$ cat config.mk
export PLATFORM = sky130hd
export DESIGN_NAME = adder_share_arb
export DESIGN_NICKNAME = d
export VERILOG_FILES = /design/src/rtl/adder_share_arb.sv
export SDC_FILE = /design/constraint.sdc
export NUM_CORES = 1
export LEC_CHECK = 0
export BUFFER_PORTS_ARGS = -buffer_cell sky130_fd_sc_hd__buf_2
export CORE_ASPECT_RATIO = 1.2
export CORE_MARGIN = 4
export CORE_UTILIZATION = 40
export DETAILED_ROUTE_END_ITERATION = 10
export PLACE_DENSITY = 0.81
export SLEW_MARGIN = 20
export SYNTH_ARGS = -nofsm -noshare
export SYNTH_HDL_FRONTEND = slang
export SYNTH_SLANG_ARGS = --single-unit
$ cat constraint.sdc
create_clock -name clk -period 1.2 [get_ports clk]
set_clock_uncertainty 0.05 [all_clocks]
set_input_delay 0.24 -clock clk [delete_from_list [all_inputs] [get_ports clk]]
set_output_delay 0.24 -clock clk [all_outputs]
set_load 0.01 [all_outputs]
$ cat src/rtl/adder_share_arb.sv
// adder_share_arb
// Arbitrates two add requesters onto one shared external 4-bit adder.
// Each add takes a fixed three cycles: grant in IDLE, sample the adder in
// CALC, then report with a one-cycle ack in DONE.
//
//   state | meaning
//   ------+------------------------------------------------------------
//   IDLE  | no add in flight; arbitrate and latch winner operands
//   CALC  | adder settled on latched operands; capture sum and carry
//   DONE  | ack pulse to granted requester; result valid
module adder_share_arb #(
    parameter int FIXED_PRIO = 0
) (
    input  logic       clk,
    input  logic       rst,
    input  logic       req0,
    input  logic [3:0] a0,
    input  logic [3:0] b0,
    input  logic       req1,
    input  logic [3:0] a1,
    input  logic [3:0] b1,
    output logic [3:0] add_a,
    output logic [3:0] add_b,
    input  logic [3:0] add_sum,
    input  logic       add_cout,
    output logic       ack0,
    output logic       ack1,
    output logic [4:0] result,
    output logic       busy
);

    typedef enum logic [1:0] {
        IDLE = 2'd0,
        CALC = 2'd1,
        DONE = 2'd2
    } state_t;

    state_t state;
    logic   grant;       // requester owning the in-flight add (0 or 1)
    logic   last_grant;  // requester granted most recently
    logic   pick;        // arbitration winner for the current IDLE cycle

    // Winner selection: a lone requester always wins; on a tie either
    // requester 0 (fixed priority) or the one not served last.
    always_comb begin
        pick = 1'b0;
        if (req0 && req1) begin
            if (FIXED_PRIO != 0) begin
                pick = 1'b0;
            end else begin
                pick = ~last_grant;
            end
        end else if (req1) begin
            pick = 1'b1;
        end
    end

    // Sequencer: grant, capture, acknowledge. Operands are frozen into
    // add_a/add_b at the grant edge so later requester changes are ignored.
    always_ff @(posedge clk) begin
        if (rst) begin
            state      <= IDLE;
            grant      <= 1'b0;
            last_grant <= 1'b1;
            add_a      <= 4'd0;
            add_b      <= 4'd0;
            result     <= 5'd0;
            ack0       <= 1'b0;
            ack1       <= 1'b0;
        end else begin
            ack0 <= 1'b0;
            ack1 <= 1'b0;
            case (state)
                IDLE: begin
                    if (req0 || req1) begin
                        grant      <= pick;
                        last_grant <= pick;
                        add_a      <= pick ? a1 : a0;
                        add_b      <= pick ? b1 : b0;
                        state      <= CALC;
                    end
                end
                CALC: begin
                    result <= {add_cout, add_sum};
                    ack0   <= ~grant;
                    ack1   <= grant;
                    state  <= DONE;
                end
                DONE: begin
                    state <= IDLE;
                end
                default: begin
                    state <= IDLE;
                end
            endcase
        end
    end

    // Any add in flight counts as busy.
    assign busy = (state != IDLE);

endmodule

### After elaboration in Yosys (flattened, before gate mapping)

Cells that the tools add are included.

* flip-flop bits (word level): 19
* bits of input ports: 25
* output and inout port bits: 16
* word-level logic and storage cells: 25

* equal/unequal tests: 2
* muxes and demuxes: 6
* bitwise logic cells: 3
* reductions and logical operators: 6

Operator list (count)
* $mux W4: 2
* $pmux W2 S2: 1
* $not A1 Y1: 3
* $eq A2 B1 Y1 const B: 1
* $logic_not A2 Y1: 1
* $mux W1: 2
* $mux W2: 1
* $ne A2 B2 Y1 const B: 1
* $reduce_and A2 Y1: 1
* $reduce_bool A2 Y1: 1
* $reduce_or A2 Y1: 1
* $logic_and A1 B1 Y1: 1
* $logic_or A1 B1 Y1: 1

### Depth between registers and ports, before layout

* depth in word-level cells: 3
* depth in mapped cells: 4
* mapped depth without buffers: 4

### Worst setup path before layout

Ideal clock, no wire load.

* path type: register to register
* start point: register state[0]
* end point: register last_grant
* setup time: 122 ps
* arrival: 968 ps
* data required time: 1028 ps
* slack: 60 ps
* stages on the path, launching flop included: 4
* path buffers: 1
* period minus slack after synthesis: 1140 ps
* cells stage by stage: dfxtp_1 nor2_4 bufbuf_16 a221o_1

* longest elaborated chain between the ends: 2

RTL lines
* from (decl): line 38 `state_t state;`
* from (signal assigned): line 62 `state <= IDLE;`
* from (signal assigned): line 80 `state <= CALC;`
* from (signal assigned): line 87 `state <= DONE;`
* $logic_not A2 Y1: line 73 `case (state)`
* $reduce_and A2 Y1 (no line)
* to (signal assigned): line 77 `last_grant <= pick;`
* to (decl): line 40 `logic last_grant;`

No other way between the ends.
A chain may end at the register's enable or synchronous reset.

### Worst setup path after layout

* start point: register state[0]
* end point: output busy

* longest elaborated chain between the ends: 1

RTL lines
* $reduce_bool A2 Y1: line 100 `assign busy = (state != IDLE);`
* to (decl): line 29 `output logic busy`

No other way between the ends.

==> results.cfg <==
[place]
pre_cts_ws_ns = -0.119
dp_hpwl_mm = 1.58
gp_congestion = 0.726
portBuffers = 40

[global_route]
antenna_found_initial = 0
grt_pass1_vias = 858
track_usage_pct = 15.4
overflow = 0
grt_start_max_net_pins = 15
grt_first_pass_wirelength_mm = 3.52

[yosys]
syn_inst = 85
syn_area_um2 = 891
ys_ff_latch = 19
async_flop_share_pct = 0
synth_warnings = 0
synth.distinct_cells = 22
synth_fp_nets = 110
ys_seq_area_share_pct = 42.7
ys.flop_type = dfxtp_1
avgSynthCellArea_um2 = 10.5
synth-edff-count = 0

[final_layout]
num-fill-cells = 195
drive_gt1_share_pct = 58.3
area.growth.synth_to_final_pct = 34.7
regArea_um2 = 384
fin_util_pct = 57.3
diodes = 0
multi_input_area_um2 = 462
fin_nets = 158

[die]
ios = 41
die-area_um2 = 3050
initial_utilization_pct = 42.5
die_h_um = 59.7
core_um2 = 2090
rows = 18
fp.dieW_um = 51.1

[min_path]
holdCritPathClass = in -> reg

[routing]
viasPerCell = 4.99
met1Wirelength_um = 828
wire_per_inst_um = 13.4
topRoutingLayerUsed = met4
drt_iter0_drc = 1
ant_nets = 0
first_pass_iters = 2
wl_met2_mm = 1.14
num_vias = 808
drc_errors = 0
wl_mm = 2.18
route.met3.wl_um = 148

[timing]
rsz0062_at_grt = yes
hold_ws_ns = 0.122
period_minus_slack_ns = 1.25
slew_headroom_pct = 68.0
setup_viol = 1
worst_pin_slew_ns = 0.480
report.final.slew_viol_count = 0
fin_ws_ns = -0.0502
finalHoldViolations = 0
fmaxAchievable_ghz = 0.800
period_share_pct = 104
tns_ns = -0.0502

[status]
status = finished, violations left
violations = setup timing

[critical_path]
critPathLaunchType = flop
critPathMaxFanout = 3
arrival_ns = 0.96
critPathKind = reg -> out
end_kind = output port
crit_required_ns = 0.91

[run]
maxCapViolations = 0

[cts]
clock_latency_ns = 0.30
htreeDepth = 1
numCtsBuffers = 3
postCtsHoldBufs = 0
clockRootBuffer = clkbuf_4
cts_buffer_depth = 2
cts_tree = built
path_clk_slew_ns = 0.11
clock-sinks = 19

[pwr]
p_leak_nw = 0.567
p_per_area_nw_per_um2 = 1230
peakVddDrop_mv = 0.606
-- path summary, 6_finish.rpt --
kind	slack, ns	cells past startpoint	end	startpoint
setup / recovery	-0.05	3	busy	state[0]
hold reg to reg	0.43	1	ack0	grant
hold / removal	0.12	3	result[3]	add_sum[3]
setup reg to reg	0.04	5	add_a[0]	state[0]
-- cell usage after synthesis (2+ instances only) --
cell type	count	area share (%)
a21oi_2	8	7.9
a311oi_2	8	13
buf_2	3	1.7
dfxtp_1	19	43
mux2i_1	5	5.6
nand2_1	18	7.6
nor2_1	7	2.9
nor2_4	2	2.5
nor3_1	2	1.1
-- cell usage in the layout, fill, tap and decap left out --
master,instances
a21oi_1,1
buf_6,3
buf_12,1
buf_4,5
clkbuf_4,3
nand2b_1,1
o21ai_2,1
or2_1,1
a21oi_2,8
inv_2,1
buf_2,39
a221o_1,1
and2_1,1
nand2_1,18
nor2_4,2
nor2b_1,1
a21boi_4,1
mux2i_1,5
nor2_1,7
dfxtp_2,3
a21boi_2,1
nor3_1,2
clkbuf_1,1
a21bo_4,1
a311oi_2,8
dfxtp_1,16
-- timing repair --
item,in CTS,in global routing
gates cloned,0,1
pin swaps,1,6
gates resized for setup,4,5
setup endpoints to repair,7,10
setup buffers,2,1
-- critical path, stage by stage, from the launching register on --
cell and delay, ns:
dfxtp_2 0.35, nor2_4 0.12, inv_2 0.07, buf_6 0.12
-- final cells by class --
| type | count | area share [%] |
|---|---|---|
| multi-input cells | 60 | 38.5 |
| repair buffers | 48 | 23.9 |
| flip-flops and latches | 19 | 32.0 |
| clock buffers | 4 | 2.19 |
| inverters | 1 | 0.313 |
| well taps | 30 | 3.13 |
-- cells by family (layout without fill, tap and decap cells) --
logic type	count (synthesis)	after routing	share of synthesized area, %
AO/OA/AOI/OAI	21	22	26.8
buffers and inverters	7	53	7.86
flip-flops	19	19	42.7
multiplexers	5	5	5.62
AND/OR/NAND/NOR	33	33	17.0
-- flip-flops by register name, summed over array words and instances (netlist names) --
register / flops
ack0: 1
ack1: 1
add_a: 4
add_b: 4
grant: 1
last_grant: 1
result: 5
state: 2
-- power breakdown --
group          switching (mW)  leakage [nW]  total, mW  internal (mW)
combinational           0.210         0.395      0.418          0.208
sequential             0.0417         0.157      0.731          0.689
clock                   0.196        0.0150      0.326          0.130
total                   0.447         0.567       1.47           1.03
-- metrics by stage --
step | area, um^2 | std cells | total power, mW
after global placement | 1110 | 154 | 1.10
final | 1200 | 162 | 1.47
after floorplan | 891 | 85 | 1.00
after global routing | 1200 | 162 | 1.56
after CTS | 1160 | 160 | 1.46
after detailed placement | 1110 | 154 | 1.12
-- layer usage --
metal / up-vias / global-route usage, %
met5: - / 0
met4: 0 / 8.08
met3: 7 / 2.74
met2: 32 / 30.9
met1: 374 / 14.5
li1: 395 / -
No activity file was read; power rests on OpenSTA's default activity.
